`src/rtl/bin2bcd_seq.sv`:
```
// Sequential double-dabble binary-to-BCD converter with valid/ready handshakes on both sides.
// Define BIN2BCD_SEVSEG_EN to add a registered gfedcba seven-segment output alongside bcd.
module bin2bcd_seq #(
    parameter int unsigned BIN_W  = 8,
    parameter int unsigned DIGITS = 3
) (
    input  logic                  clk,
    input  logic                  rst,
    input  logic                  in_valid,
    output logic                  in_ready,
    input  logic [BIN_W-1:0]      bin_in,
    output logic                  out_valid,
    input  logic                  out_ready,
    output logic [4*DIGITS-1:0]   bcd,
`ifdef BIN2BCD_SEVSEG_EN
    output logic [7*DIGITS-1:0]   seg,
`endif
    output logic                  busy
);

    localparam int unsigned ACC_W = 4 * DIGITS;
    localparam int unsigned CNT_W = $clog2(BIN_W + 1);

    function automatic longint unsigned pow10(input int unsigned n);
        longint unsigned p = 64'd1;
        for (int unsigned k = 0; k < n; k++) p = p * 64'd10;
        return p;
    endfunction

    localparam longint unsigned BIN_MAX = (64'(1) << BIN_W) - 64'(1);

    if (BIN_W < 1 || pow10(DIGITS) <= BIN_MAX) begin : g_param_err
        $error("bin2bcd_seq: BIN_W must be >= 1 and 10**DIGITS must exceed 2**BIN_W-1");
    end

    typedef enum logic [1:0] {S_IDLE, S_SHIFT, S_DONE} state_e;

    state_e             state_q, state_d;
    logic               in_ready_q, in_ready_d;
    logic               out_valid_q, out_valid_d;
    logic               busy_q, busy_d;
    logic [ACC_W-1:0]   bcd_q, bcd_d;
    logic [ACC_W-1:0]   acc_q, acc_d, acc_adj;
    logic [BIN_W-1:0]   bin_q, bin_d;
    logic [CNT_W-1:0]   cnt_q, cnt_d;
`ifdef BIN2BCD_SEVSEG_EN
    logic [7*DIGITS-1:0] seg_q, seg_d;

    function automatic logic [6:0] seg7(input logic [3:0] d);
        case (d)
            4'd0:    return 7'h3F;
            4'd1:    return 7'h06;
            4'd2:    return 7'h5B;
            4'd3:    return 7'h4F;
            4'd4:    return 7'h66;
            4'd5:    return 7'h6D;
            4'd6:    return 7'h7D;
            4'd7:    return 7'h07;
            4'd8:    return 7'h7F;
            4'd9:    return 7'h6F;
            default: return 7'h00;
        endcase
    endfunction
`endif

    // State and all registered outputs
    always_ff @(posedge clk) begin
        if (rst) begin
            state_q     <= S_IDLE;
            in_ready_q  <= 1'b1;
            out_valid_q <= 1'b0;
            busy_q      <= 1'b0;
            bcd_q       <= '0;
            acc_q       <= '0;
            bin_q       <= '0;
            cnt_q       <= '0;
`ifdef BIN2BCD_SEVSEG_EN
            seg_q       <= '0;
`endif
        end else begin
            state_q     <= state_d;
            in_ready_q  <= in_ready_d;
            out_valid_q <= out_valid_d;
            busy_q      <= busy_d;
            bcd_q       <= bcd_d;
            acc_q       <= acc_d;
            bin_q       <= bin_d;
            cnt_q       <= cnt_d;
`ifdef BIN2BCD_SEVSEG_EN
            seg_q       <= seg_d;
`endif
        end
    end

    // Add-3 correction applied to every digit >= 5 before the shift
    always_comb begin
        acc_adj = acc_q;
        for (int i = 0; i < int'(DIGITS); i++) begin
            if (acc_q[4*i +: 4] >= 4'd5) acc_adj[4*i +: 4] = acc_q[4*i +: 4] + 4'd3;
        end
    end

    // Next state and shift datapath
    always_comb begin
        state_d = state_q;
        acc_d   = acc_q;
        bin_d   = bin_q;
        cnt_d   = cnt_q;
        case (state_q)
            S_IDLE: begin
                if (in_valid && in_ready_q) begin
                    bin_d   = bin_in;
                    acc_d   = '0;
                    cnt_d   = CNT_W'(BIN_W);
                    state_d = S_SHIFT;
                end
            end
            S_SHIFT: begin
                acc_d = {acc_adj[ACC_W-2:0], bin_q[BIN_W-1]};
                bin_d = bin_q << 1;
                cnt_d = cnt_q - CNT_W'(1);
                if (cnt_q == CNT_W'(1)) state_d = S_DONE;
            end
            S_DONE: begin
                if (out_valid_q && out_ready) state_d = S_IDLE;
            end
            default: state_d = S_IDLE;
        endcase
    end

    // Output decode; result is published one cycle after the final shift
    always_comb begin
        in_ready_d  = (state_d == S_IDLE);
        busy_d      = (state_d == S_SHIFT);
        out_valid_d = (state_q == S_DONE) && (state_d == S_DONE);
        bcd_d       = bcd_q;
`ifdef BIN2BCD_SEVSEG_EN
        seg_d       = seg_q;
`endif
        if (state_q == S_DONE && !out_valid_q) begin
            bcd_d = acc_q;
`ifdef BIN2BCD_SEVSEG_EN
            for (int i = 0; i < int'(DIGITS); i++) seg_d[7*i +: 7] = seg7(acc_q[4*i +: 4]);
`endif
        end
    end

    assign in_ready  = in_ready_q;
    assign out_valid = out_valid_q;
    assign busy      = busy_q;
    assign bcd       = bcd_q;
`ifdef BIN2BCD_SEVSEG_EN
    assign seg       = seg_q;
`endif

endmodule

```
`config.mk`:
```
export PLATFORM = sky130hd
export DESIGN_NAME = bin2bcd_seq
export DESIGN_NICKNAME = d
export VERILOG_FILES = /design/src/rtl/bin2bcd_seq.sv
export SDC_FILE = /design/constraint.sdc
export NUM_CORES = 1
export LEC_CHECK = 0
export CORE_AREA = 2 2 71 73
export CTS_CLUSTER_SIZE = 28
export DETAILED_ROUTE_END_ITERATION = 10
export DIE_AREA = 0 0 73 75
export GPL_TIMING_DRIVEN = 0
export HOLD_SLACK_MARGIN = 0.03
export PLACE_DENSITY_LB_ADDON = 0.12
export SETUP_SLACK_MARGIN = 0.1
export SKIP_LAST_GASP = 1
export SYNTH_ARGS = -nofsm -noshare
export SYNTH_HDL_FRONTEND = slang
export SYNTH_SLANG_ARGS = --single-unit
```
`constraint.sdc`:
```
create_clock -name clk -period 2.5 [get_ports clk]
set_clock_uncertainty 0.15 [all_clocks]
set_input_delay 0.375 -clock clk [delete_from_list [all_inputs] [get_ports clk]]
set_output_delay 0.375 -clock clk [all_outputs]
set_load 0.02 [all_outputs]
```
# ---- Yosys cells after proc, flatten, opt, wreduce, memory -nomap -nowiden
# Index checks and enable logic that the tools add are counted.
dict set report word_totals {
  regBits 41
}
dict set report classes {
  n_addsub 4
  n_lt_le_gt_ge 3
  n_eq_ne 6
  n_mux 13
  n_reduce_logical 9
}
# cell count
set ops {}
lappend ops {{one-hot mux 12 bit (2 select lines)} 1}
lappend ops {{one-hot mux 8 bit (2 select lines)} 1}
lappend ops {{greater-or-equal comparator 4 x 3 -> 1 bit (second input constant)} 3}
lappend ops {{two-way mux 12 bit} 1}
lappend ops {{two-way mux 4 bit} 3}
lappend ops {{adder 4 x 2 -> 4 bit (second input constant)} 2}
lappend ops {{two-way mux 8 bit} 1}
lappend ops {{one-hot mux 4 bit (2 select lines)} 1}
lappend ops {{two-way mux 2 bit} 3}
lappend ops {{one-hot mux 2 bit (3 select lines)} 1}
lappend ops {{== test 2 x 1 -> 1 bit (second input constant)} 2}
lappend ops {{== test 2 bit (second input constant)} 2}
lappend ops {{== test 4 x 1 -> 1 bit (second input constant)} 1}
lappend ops {{logical AND 1 bit} 4}
lappend ops {{zero test 2 bit} 2}
lappend ops {{subtractor 4 x 1 -> 4 bit (second input constant)} 1}
lappend ops {{adder 3 x 2 -> 3 bit (second input constant)} 1}
lappend ops {{two-way mux 3 bit} 1}
lappend ops {{!= test 2 bit (second input constant)} 1}
lappend ops {{AND reduction 2 bit} 1}
lappend ops {{nonzero test 2 bit} 1}
lappend ops {{zero test 1 bit} 1}

# ---- Depth between registers and ports, before layout
# Gate-level depths: netlist of run 1.
dict set report logic_depth {
  word_depth 5
  depth_mapped 6
  ltp_nobuf 6
}

# ---- Worst setup path before layout of run 1
# No wires, ideal clock.
dict set report synth_path {
  path_kind {flip-flop to flip-flop}
  startpoint {register acc_q[9]}
  endpoint {register acc_q[10]}
  setup_ns 0.087
  t_arrival_ns 1.369
  path_slack_ns 0.894
  stages_incl_launch_ff 7
  n_path_buf 0
  cell_sequence {dfxtp_1 inv_1 ha_1 nand2b_1 a21oi_1 mux2_2 o31ai_1}
}
dict set report synth_between {
  elab_chain_cells 3
  word_cells_on_any_way 4
}
# element line
set synth_lines {}
lappend synth_lines {{from (decl)} 43} ;# logic [ACC_W-1:0] acc_q, acc_d, acc_adj;
lappend synth_lines {{from (signal assigned)} 74} ;# acc_q <= '0;
lappend synth_lines {{from (signal assigned)} 86} ;# acc_q <= acc_d;
lappend synth_lines {{greater-or-equal comparator 4 x 3 -> 1 bit or adder 3 x 2 -> 3 bit (tied branches)} 99} ;# if (acc_q[4*i +: 4] >= 4'd5) acc_adj[4*i +: 4] = acc_q[4*i +: 4] + 4'd3;
lappend synth_lines {{two-way mux 3 bit *} 99}
lappend synth_lines {{one-hot mux 12 bit (2 select lines) *} 109} ;# case (state_q)
# Mark *: on every way between the ends. The rest lies on a longest branch, timed or not.
# A chain may end at the register's enable or synchronous reset.

# ---- Worst setup path in the final report of run 1
dict set report layout_path {
  startpoint {input port rst}
  endpoint {register acc_q[0]}
}
# element line
set layout_rtl {}
lappend layout_rtl {{from (decl)} 8} ;# input logic rst,
# No word-level cell between the ends.

==> metrics.csv, run 1 <==
stage,metric,value,unit
min_path,hold crit path type,reg2reg,
worst_setup_path,Worst EP arrival,2.02,ns
worst_setup_path,cell seen most often among critical-path stages,buf_1,
grt,antenna violations before repair,0,
sta,worst relative slew slack,61.0,%
clock_tree,deepest level of the CTS H-tree,2,
sta,max-slew violation total from the final report,0,
power,internal power,0.981,mW
grt,largest net degree at the start of global routing,12,
sta,setup TNS after final layout,0,ns
clock_tree,root buffer selected by CTS,clkbuf_8,
drt,DR DRC count,0,
drt,Iteration-0 DRC Markers,78,
place,gpl congestion,0.773,
drt,first-pass iteration count of the detailed router,4,
die,die span in y,75,um
grt,grt total ovfl,0,
clock_tree,number of CTS-inserted buffers,5,
grt,global-route wire length before repair,6870,um
sta,RSZ-0062 raised after global routing,false,
synthesis,number of storage elements in the synthesis netlist,41,
clock_tree,count of hold buffers inserted by post-cts repair,0,
worst_setup_path,kind of end point of the critical path,register,
layout,synthesis-to-finish area growth,22.1,%
power,switching share of total power,27.6,%
worst_setup_path,largest fanout on the critical path,10,
synthesis,Post-Synthesis Cells,206,
layout,count of antenna diodes in the layout,0,
power,Static Leak,0.783,nW
grt,overall routing resource usage,16.4,%
die,Top-Level Pins,27,
place,port bufs,26,
clock_tree,clock sinks,41,
worst_setup_path,critical path startpoint category,input port,
power,net load switching power,0.375,mW
synthesis,syn_nets,226,
worst_setup_path,register-to-register setup slack,0.75,ns
drt,routed wire length per instance,13.8,um
worst_setup_path,cell with the biggest individual delay on the critical path,clkdlybuf4s50_1,
drt,Via density,5.18,
sta,Worst Tran Pin Value,0.586,ns
clock_tree,largest buffer count on any clock path,2,
clock_tree,Resized Gates After CTS,0,
die,Die Area,5480,um2
worst_setup_path,"CP delay by family, top",buffers and inverters,
layout,"Net count, final",259,
sta,total of endpoints with negative setup slack in the final report,0,
synthesis,Post-Synthesis Cell Area,1840,um2
synthesis,distinct cell type count of the synthesized netlist,32,
place,"number of placed instances, taps included",286,
die,width of the die,73,um
power,portion of total power attributed to the clock network,30.4,%
sta,post-layout min period,2.01,ns
outcome,run status,finished clean,
synthesis,proportion of synthesized chip area in sequential cells,44.5,%
power,relative contribution of sequential cells to total power,52.7,%
worst_setup_path,Buffers & Inverters on Critical Path,3,
die,Starting Density,39.5,%
power,Peak supply drop,293,uV
drt,Post-Route WL,4050,um
synthesis,post-synthesis average cell area,8.95,um2
layout,share of cells above drive strength 1,7.08,%
sta,post-route clock period utilization,80.6,%
clock_tree,CTS tree,yes,
job,Max-cap violations,0,
grt,number of global-route vias before repair,1434,
power,ratio of total power to cell area,602,nW/um2
synthesis,Syn. warnings,0,
clock_tree,worst-skew pair later-pin latency,0.28,ns
die,# rows,25,
die,core outline area,4660,um2
worst_setup_path,Max stage delay on crit path,0.59,ns
worst_setup_path,worst path required time,2.51,ns
drt,final antenna-violating net count,0,
sta,total count of hold-check failures in the final report,0,
place,HPWL reported at the end of detailed placement,2810,um
worst_setup_path,cell chain of the critical path,clkdlybuf4s50_1 -> buf_1 -> buf_1 -> nor2_1,
layout,filler-free cell count of the finished design,294,
sta,maximum clock rate,496,MHz
power,combinational group share of total power,16.9,%
clock_tree,Post CTS Setup Buffer Count,0,
drt,overall via count from detail_route,1523,
clock_tree,CTS clock-pin slew for the worst setup and hold paths,0.07,ns
worst_setup_path,critical path start-end classification,in2reg,
-- power by group through the flow --
stage	combinational, mW	clock, mW	sequential (mW)
after floorplan	0.151	0	0.730
after global placement	0.230	0	0.729
after detailed placement	0.232	0	0.729
after CTS	0.232	0.429	0.714
after global routing	0.258	0.454	0.720
final	0.229	0.412	0.715
-- worst register-to-register path, stage by stage, from the launching register on --
cell and delay (ns):
dfxtp_1 0.43, inv_1 0.09, ha_1 0.24, nand2b_1 0.08, a21oi_1 0.13, or4_1 0.46
o311ai_2 0.10
-- placed cells by master (no fill, tap or decap) --
cell	n
nor3_1	8
or2_1	1
mux2i_1	12
a21oi_1	12
o31ai_1	1
nor3b_2	1
a22oi_1	2
nor2b_1	1
and4bb_2	1
buf_1	2
xor2_1	2
nand3b_1	2
clkdlybuf4s50_1	26
nor2_1	34
buf_2	3
a21o_1	1
buf_6	1
nand2_1	20
a311oi_1	8
clkbuf_1	8
o211ai_1	2
nand2b_1	5
clkbuf_8	5
mux2_2	1
o21ai_0	6
dfxtp_1	41
buf_4	2
ha_1	8
o32a_1	2
nand3_1	4
inv_1	8
o311ai_2	3
or4_1	5
nand4b_1	2
-- worst paths after layout --
kind,depth (start not counted),from,to
setup / recovery,4,rst,acc_q[0]
hold / removal,2,bin_q[6],bin_q[7]
setup reg to reg,6,acc_q[0],acc_q[1]
hold reg to reg,2,bin_q[6],bin_q[7]
-- registers in the layout, summed over array words and instances, names as in the netlist --
name       cells
acc_q         12
bcd           12
bin_q          8
cnt_q          4
state_q        2
busy           1
in_ready       1
out_valid      1
-- layer usage --
metal	vias to the layer above	global-route usage [%]	routed length, um
met1	697	23.3	2070
met2	31	25.2	1790
met4	0	5.76	51
li1	788	-	-
met5	-	0	0
met3	7	2.95	146
-- area by class of cell --
class / instances / area, um2
fill: 472 / 2410
multi-input combinational: 144 / 925
sequential: 41 / 821
timing repair buffer: 26 / 260
clock buffer: 8 / 80.1
buffer: 13 / 67.6
tap: 54 / 67.6
inverter: 8 / 30.0
-- Yosys cell counts --
cell	count	area, um2
dfxtp_1	41	821
nor2_1	34	128
nand2_1	20	75.1
a21oi_1	12	60.1
mux2i_1	12	120
a311oi_1	8	70.1
ha_1	8	100
inv_1	8	30.0
nor3_1	8	40.0
o21ai_0	6	30.0
clkbuf_1	5	18.8
nand2b_1	5	31.3
or4_1	5	37.5
nand3_1	4	20.0
buf_2	3	15.0
o311ai_2	3	48.8
a22oi_1	2	15.0
buf_1	2	7.51
buf_4	2	15.0
nand3b_1	2	15.0
nand4b_1	2	17.5
o211ai_1	2	15.0
o32a_1	2	20.0
xor2_1	2	17.5
a21o_1	1	7.51
and4bb_2	1	12.5
buf_6	1	11.3
mux2_2	1	11.3
nor2b_1	1	6.26
nor3b_2	1	12.5
o31ai_1	1	7.51
or2_1	1	6.26
-- per-stage QoR --
stage | worst slack, ns | utilization, % | instance area [um2] | hold slack (ns) | power, mW
finish | 0.485 | 48.3 | 2250 | 0.327 | 1.36
global route | 0.324 | 48.3 | 2250 | 0.346 | 1.43
CTS | 0.438 | 48.3 | 2250 | 0.327 | 1.38
detailed placement | 0.130 | 46.6 | 2170 | 0.317 | 0.961
global placement | 0.112 | 46.6 | 2170 | 0.314 | 0.959
floorplan | 0.894 | - | 1840 | 0.300 | 0.881
-- logic make-up after synthesis --
group           synth area share, %
xor+xnor                      0.951
mux                            7.13
compound gates                 14.9
buf+inv                        5.30
simple gates                   21.8
fa+ha+maj                      5.43
flops                          44.5
Note: power is estimated with default switching activity, not from simulation.
==> run 2, diff against run 1 <==
Clock period 2.5 ns to 1.8 ns, I/O delays scaled along.
==> run 2 against run 1 <==
Compared with the run above:
- global-route usage unchanged
- via count up 0.92%
- critical path depth decreased by 3
- sequential share of layout area is 0.59 points lower
- utilization is 1.4 points higher
- total power is 39% higher
- critical path type is now reg2out
- largest cell class unchanged
==> metrics.csv, run 2 (same netlist as run 1, synthesis figures left out) <==
stage,metric,value,unit
clock_tree,CTS tree,yes,
grt,largest net degree at the start of global routing,12,
sta,worst relative slew slack,71.5,%
die,Die Area,5480,um2
grt,global-route wire length before repair,6870,um
drt,first-pass iteration count of the detailed router,4,
sta,total count of hold-check failures in the final report,0,
worst_setup_path,cell with the biggest individual delay on the critical path,clkdlybuf4s50_1,
min_path,worst hold path startpoint,bin_q[6],
power,Peak supply drop,393,uV
grt,antenna violations before repair,0,
worst_setup_path,worst path required time,1.38,ns
drt,routed wire length per instance,13.8,um
sta,maximum clock rate,605,MHz
clock_tree,CTS clock-pin slew for the worst setup and hold paths,0.07,ns
worst_setup_path,kind of end point of the critical path,primary output,
layout,share of cells above drive strength 1,15.4,%
die,Top-Level Pins,27,
drt,Iteration-0 DRC Markers,74,
worst_setup_path,cell chain of the critical path,clkdlybuf4s50_1,
die,die span in y,75,um
clock_tree,worst-skew pair later-pin latency,0.29,ns
min_path,hold crit path type,reg2reg,
sta,setup TNS after final layout,0,ns
grt,overall routing resource usage,16.4,%
outcome,run status,finished clean,
place,port bufs,26,
place,pre-CTS worst setup slack,-0.465,ns
die,Starting Density,39.5,%
power,ratio of total power to cell area,816,nW/um2
job,Max-cap violations,0,
drt,Via density,5.21,
clock_tree,number of CTS-inserted buffers,5,
layout,number of inserted filler cells in the final layout,467,
layout,"Net count, final",260,
layout,Finished Cell Area,2320,um2
clock_tree,deepest level of the CTS H-tree,2,
layout,synthesis-to-finish area growth,25.7,%
worst_setup_path,Buffers & Inverters on Critical Path,1,
worst_setup_path,critical path startpoint category,register,
grt,grt total ovfl,0,
clock_tree,root buffer selected by CTS,clkbuf_8,
place,placed instance area,2170,um2
sta,RSZ-0062 raised after global routing,false,
sta,post-route clock period utilization,91.8,%
die,width of the die,73,um
drt,Post-Route WL,4080,um
worst_setup_path,Max stage delay on crit path,0.61,ns
sta,Worst Tran Pin Value,0.428,ns
layout,"most common cell after layout, fill and taps aside",dfxtp_1,
worst_setup_path,largest fanout on the critical path,2,
sta,max-slew violation total from the final report,0,
worst_setup_path,reg-to-reg startpoint,acc_q[9],
layout,footprint of the multi-input gates,957,um2
place,gpl congestion,0.773,
die,core outline area,4660,um2
drt,overall via count from detail_route,1537,
worst_setup_path,startpoint of the most critical setup path,bcd[11],
drt,final antenna-violating net count,0,
sta,total of endpoints with negative setup slack in the final report,0,
grt,number of global-route vias before repair,1442,
sta,final setup margin,0.148,ns
layout,most used cells in the layout excluding fill and tap cells,"dfxtp_1 (35), nor2_1 (33), clkdlybuf4s50_1 (25)",
clock_tree,clock sinks,41,
die,# rows,25,
worst_setup_path,Worst EP arrival,1.23,ns
sta,post-layout min period,1.65,ns
power,Static Leak,0.838,nW
worst_setup_path,critical path start-end classification,reg2out,
layout,count of antenna diodes in the layout,0,
clock_tree,largest buffer count on any clock path,2,
worst_setup_path,"CP delay by family, top",buffers and inverters,
drt,DR DRC count,0,
layout,area used by sequential logic in the layout,831,um2
place,HPWL reported at the end of detailed placement,2810,um
clock_tree,count of hold buffers inserted by post-cts repair,0,
-- run 2: stage by stage --
step	power [mW]	std cells	hold slack (ns)	utilization, %
6_report	1.89	295	0.327	49.7
3_5_place_dp	1.33	286	0.317	46.6
4_1_cts	1.91	294	0.327	48.6
5_1_grt	1.99	295	0.346	49.7
2_1_floorplan	1.22	206	0.281	-
3_3_place_gp	1.33	286	0.314	46.6
-- run 2: final cells by class --
type                       count  area share [%]
multi-input combinational    144            41.3
sequential                    41            35.9
timing repair buffer          27            11.7
clock buffer                   8            3.46
buffer                        13            3.46
tap                           54            2.92
inverter                       8            1.30
-- run 2: worst paths after layout --
| kind | to | slack, ns | depth (start not counted) |
|---|---|---|---|
| setup reg to reg | acc_q[10] | 0.16 | 6 |
| hold / removal | bin_q[7] | 0.33 | 2 |
| hold reg to reg | bin_q[7] | 0.33 | 2 |
| setup / recovery | bcd[11] | 0.15 | 1 |
-- run 2: tightest hold or removal path, cell delays in order (launching register included) --
cell and delay, ns:
dfxtp_1 0.31, nand2_1 0.05, a311oi_1 0.07
-- run 2: metal layers --
metal	part of all wire (%)	global-route usage, %	wire (um)	vias up
li1	-	-	-	794
met1	50	23.2	2050	709
met2	46	25.3	1890	31
met3	2.9	2.95	118	3
met4	0.42	5.76	17	0
met5	0	0	0	-
-- run 2: power by group --
part / switching [mW] / internal [mW]
combinational: 0.190 / 0.135
sequential: 0.0345 / 0.959
clock: 0.297 / 0.276
total: 0.522 / 1.37
-- run 2: repair_timing --
| item | CTS | global route |
|---|---|---|
| setup endpoints to repair | 33 | 32 |
| resized for setup | 7 | 20 |
| gates cloned | 0 | 0 |
| setup buffers | 0 | 1 |
| pin swaps | 0 | 3 |
==> run 3, diff against run 2 <==
Settings changed: ABC_AREA set to 1, CORE_AREA 2 2 71 73 to 2 2 72 74, DIE_AREA 0 0 73 75 to 0 0 74 76, SLEW_MARGIN set to 20.
==> run 3 against run 2 <==
Compared with the run above:
- global-route usage fell by 0.69 points
- largest power group unchanged
- via count rose by 9.6%
- utilization fell by 2.9 points
- largest cell class unchanged
- register-to-register slack improved by 0.14 ns
- highest routed layer unchanged
- total power fell by 2.5%
- sequential power fell by 2%
==> metrics.csv, run 3 <==
stage,metric,value,unit
synthesis,"share of synthesized cell area in full adder, half adder and majority cells",5.35,%
synthesis,post-synthesis average cell area,7.33,um2
clock_tree,clock sinks,41,
place,gpl congestion,0.837,
clock_tree,worst-skew pair later-pin latency,0.30,ns
grt,overall routing resource usage,15.7,%
layout,"Net count, final",307,
worst_setup_path,Worst EP arrival,1.23,ns
drt,DR DRC count,0,
synthesis,largest family of logic cells by synthesized area,simple AND/OR/NAND/NOR gates,
worst_setup_path,Max stage delay on crit path,0.60,ns
layout,synthesis-to-finish area growth,23.0,%
worst_setup_path,"CP delay by family, top",buffers and inverters,
grt,global-route wire length before repair,6910,um
clock_tree,number of CTS-inserted buffers,5,
sta,total of endpoints with negative setup slack in the final report,0,
worst_setup_path,critical path start-end classification,reg2out,
drt,overall via count from detail_route,1684,
synthesis,"Primary FF master, synth",dfxtp_1,
sta,max-slew violation total from the final report,0,
synthesis,number of storage elements in the synthesis netlist,41,
drt,uppermost signal routing layer after detailed routing,met4,
synthesis,distinct cell type count of the synthesized netlist,22,
sta,total count of hold-check failures in the final report,0,
drt,Detail Route met3 WL,130,um
drt,Post-Route WL,4030,um
die,die span in y,76,um
clock_tree,largest buffer count on any clock path,2,
die,Die Area,5620,um2
synthesis,proportion of synthesized chip area in sequential cells,43.9,%
power,switching share of total power,26.7,%
grt,number of global-route vias before repair,1537,
synthesis,ranking of synthesized cells by area,"dfxtp_1 (44%), nand2_1 (13%), a21oi_1 (8.8%)",
synthesis,syn_nets,275,
drt,met1 wire length,2010,um
die,Starting Density,38.1,%
grt,antenna violations before repair,0,
sta,RSZ-0062 raised after global routing,false,
sta,Post-Route Hold Slack,0.251,ns
min_path,hold crit path type,in2reg,
synthesis,Post-Synthesis Cell Area,1870,um2
worst_setup_path,Buffers & Inverters on Critical Path,1,
drt,final antenna-violating net count,0,
place,HPWL reported at the end of detailed placement,2930,um
worst_setup_path,cell with the biggest individual delay on the critical path,clkdlybuf4s50_1,
power,combinational group share of total power,14.1,%
worst_setup_path,cell chain of the critical path,clkdlybuf4s50_1,
power,portion of total power attributed to the clock network,33.1,%
drt,Via density,4.72,
synthesis,Synth top area share,43.9,%
die,# rows,26,
clock_tree,deepest level of the CTS H-tree,2,
die,Top-Level Pins,27,
clock_tree,CTS tree,yes,
clock_tree,root buffer selected by CTS,clkbuf_8,
worst_setup_path,largest fanout on the critical path,2,
synthesis,most frequent cell after synthesis,nand2_1,
power,ratio of total power to cell area,802,nW/um2
power,internal power,1.35,mW
synthesis,synthesized-area fraction occupied by xor and xnor cells,0,%
synthesis,number of flops mapped to enable cells by yosys,0,
sta,post-route clock period utilization,91.8,%
clock_tree,Post CTS Setup Buffer Count,0,
synthesis,Post-Synthesis Cells,255,
place,port bufs,25,
synthesis,top cells by instance count after synthesis,"nand2_1 (64), dfxtp_1 (41), a21oi_1 (33)",
synthesis,proportion of synthesized flip-flops having asynchronous set or reset,0,%
grt,largest net degree at the start of global routing,12,
layout,most used cells in the layout excluding fill and tap cells,"nand2_1 (64), dfxtp_1 (40), a21oi_1 (33)",
power,Static Leak,0.887,nW
power,relative contribution of sequential cells to total power,52.8,%
clock_tree,CTS clock-pin slew for the worst setup and hold paths,0.08,ns
die,width of the die,74,um
outcome,run status,finished clean,
power,Peak supply drop,430,uV
drt,routed wire length per instance,11.3,um
layout,share of cells above drive strength 1,6.97,%
drt,met2 WL post-DR,1830,um
worst_setup_path,critical path startpoint category,register,
synthesis,post-synthesis compound-gate area fraction,14.3,%
sta,setup TNS after final layout,0,ns
grt,grt total ovfl,0,
synthesis,mux cell area share after synthesis,0,%
layout,count of antenna diodes in the layout,0,
synthesis,largest area contributor in the netlist,dfxtp_1,
synthesis,"basic-gate share of the synthesized area counting and, or, nand and nor cells",28.7,%
sta,maximum clock rate,605,MHz
power,net load switching power,0.493,mW
worst_setup_path,worst path required time,1.38,ns
synthesis,Syn. warnings,0,
die,core outline area,4910,um2
worst_setup_path,kind of end point of the critical path,primary output,
job,Max-cap violations,0,
drt,first-pass iteration count of the detailed router,4,
drt,Iteration-0 DRC Markers,75,
sta,post-layout min period,1.65,ns
sta,Worst Tran Pin Value,0.506,ns
layout,"most common cell after layout, fill and taps aside",nand2_1,
sta,worst relative slew slack,66.3,%
## run 3: cell types whose count changed after synthesis, moves of 7 or more
cell and change:
a311oi_1 -8, mux2i_1 -12, nand3_1 +22, nor2_1 -13, a21oi_1 +21, nor3_1 -7, nand2_1 +44, nand4_1 +7
inv_1 +12
## run 3: what timing repair did
item,in CTS,in global routing
endpoints found under the hold margin,0,0
hold buffers,0,0
resized for setup,1,3
setup endpoints to repair,1,3
## run 3: final timing paths
path / slack, ns / startpoint / end / cells past startpoint
max reg2reg: 0.30 / acc_q[4] / acc_q[8] / 9
max: 0.15 / bcd[11] / bcd[11] / 1
min reg2reg: 0.31 / bcd[6] / bcd[6] / 2
min: 0.25 / rst / bin_q[1] / 2
## run 3: area by class of cell
type / count / area (um2)
fill: 529 / 2610
multi-input combinational: 180 / 903
sequential: 41 / 822
timing repair buffer: 25 / 254
inverter: 24 / 90.1
tap: 70 / 87.6
clock buffer: 7 / 86.3
buffer: 10 / 55.1
## run 3: cells by family after synthesis
kind of cell | Yosys count
AOI/OAI and AO/OA | 49
adders and majority gates | 8
buffers and inverters | 34
DFF | 41
and+or+nand+nor | 123
## run 3: power groups by stage
stage               Sequential, mW  Combinational, mW  Clock (mW)
finish                       0.974              0.259       0.610
global route                 0.979              0.289       0.656
CTS                          0.974              0.264       0.622
global placement             0.994              0.261           0
floorplan                    0.999              0.167           0
detailed placement           0.995              0.264           0
## run 3: layer usage
layer / track usage, % / vias up
met5: 0 / -
met4: 6.00 / 0
met3: 4.37 / 5
met2: 24.3 / 25
met1: 20.7 / 751
li1: - / 903
## run 3: per-stage QoR
| step | instances | setup slack, ns | total power [mW] | area (um2) | utilization [%] |
|---|---|---|---|---|---|
| global placement | 350 | 0.0976 | 1.25 | 2210 | 44.9 |
| finish | 357 | 0.147 | 1.84 | 2300 | 46.8 |
| CTS | 357 | 0.115 | 1.86 | 2290 | 46.7 |
| detailed placement | 350 | 0.0810 | 1.26 | 2210 | 44.9 |
| global route | 357 | 0.103 | 1.92 | 2300 | 46.8 |
| floorplan | 255 | 0.462 | 1.17 | 1870 | - |
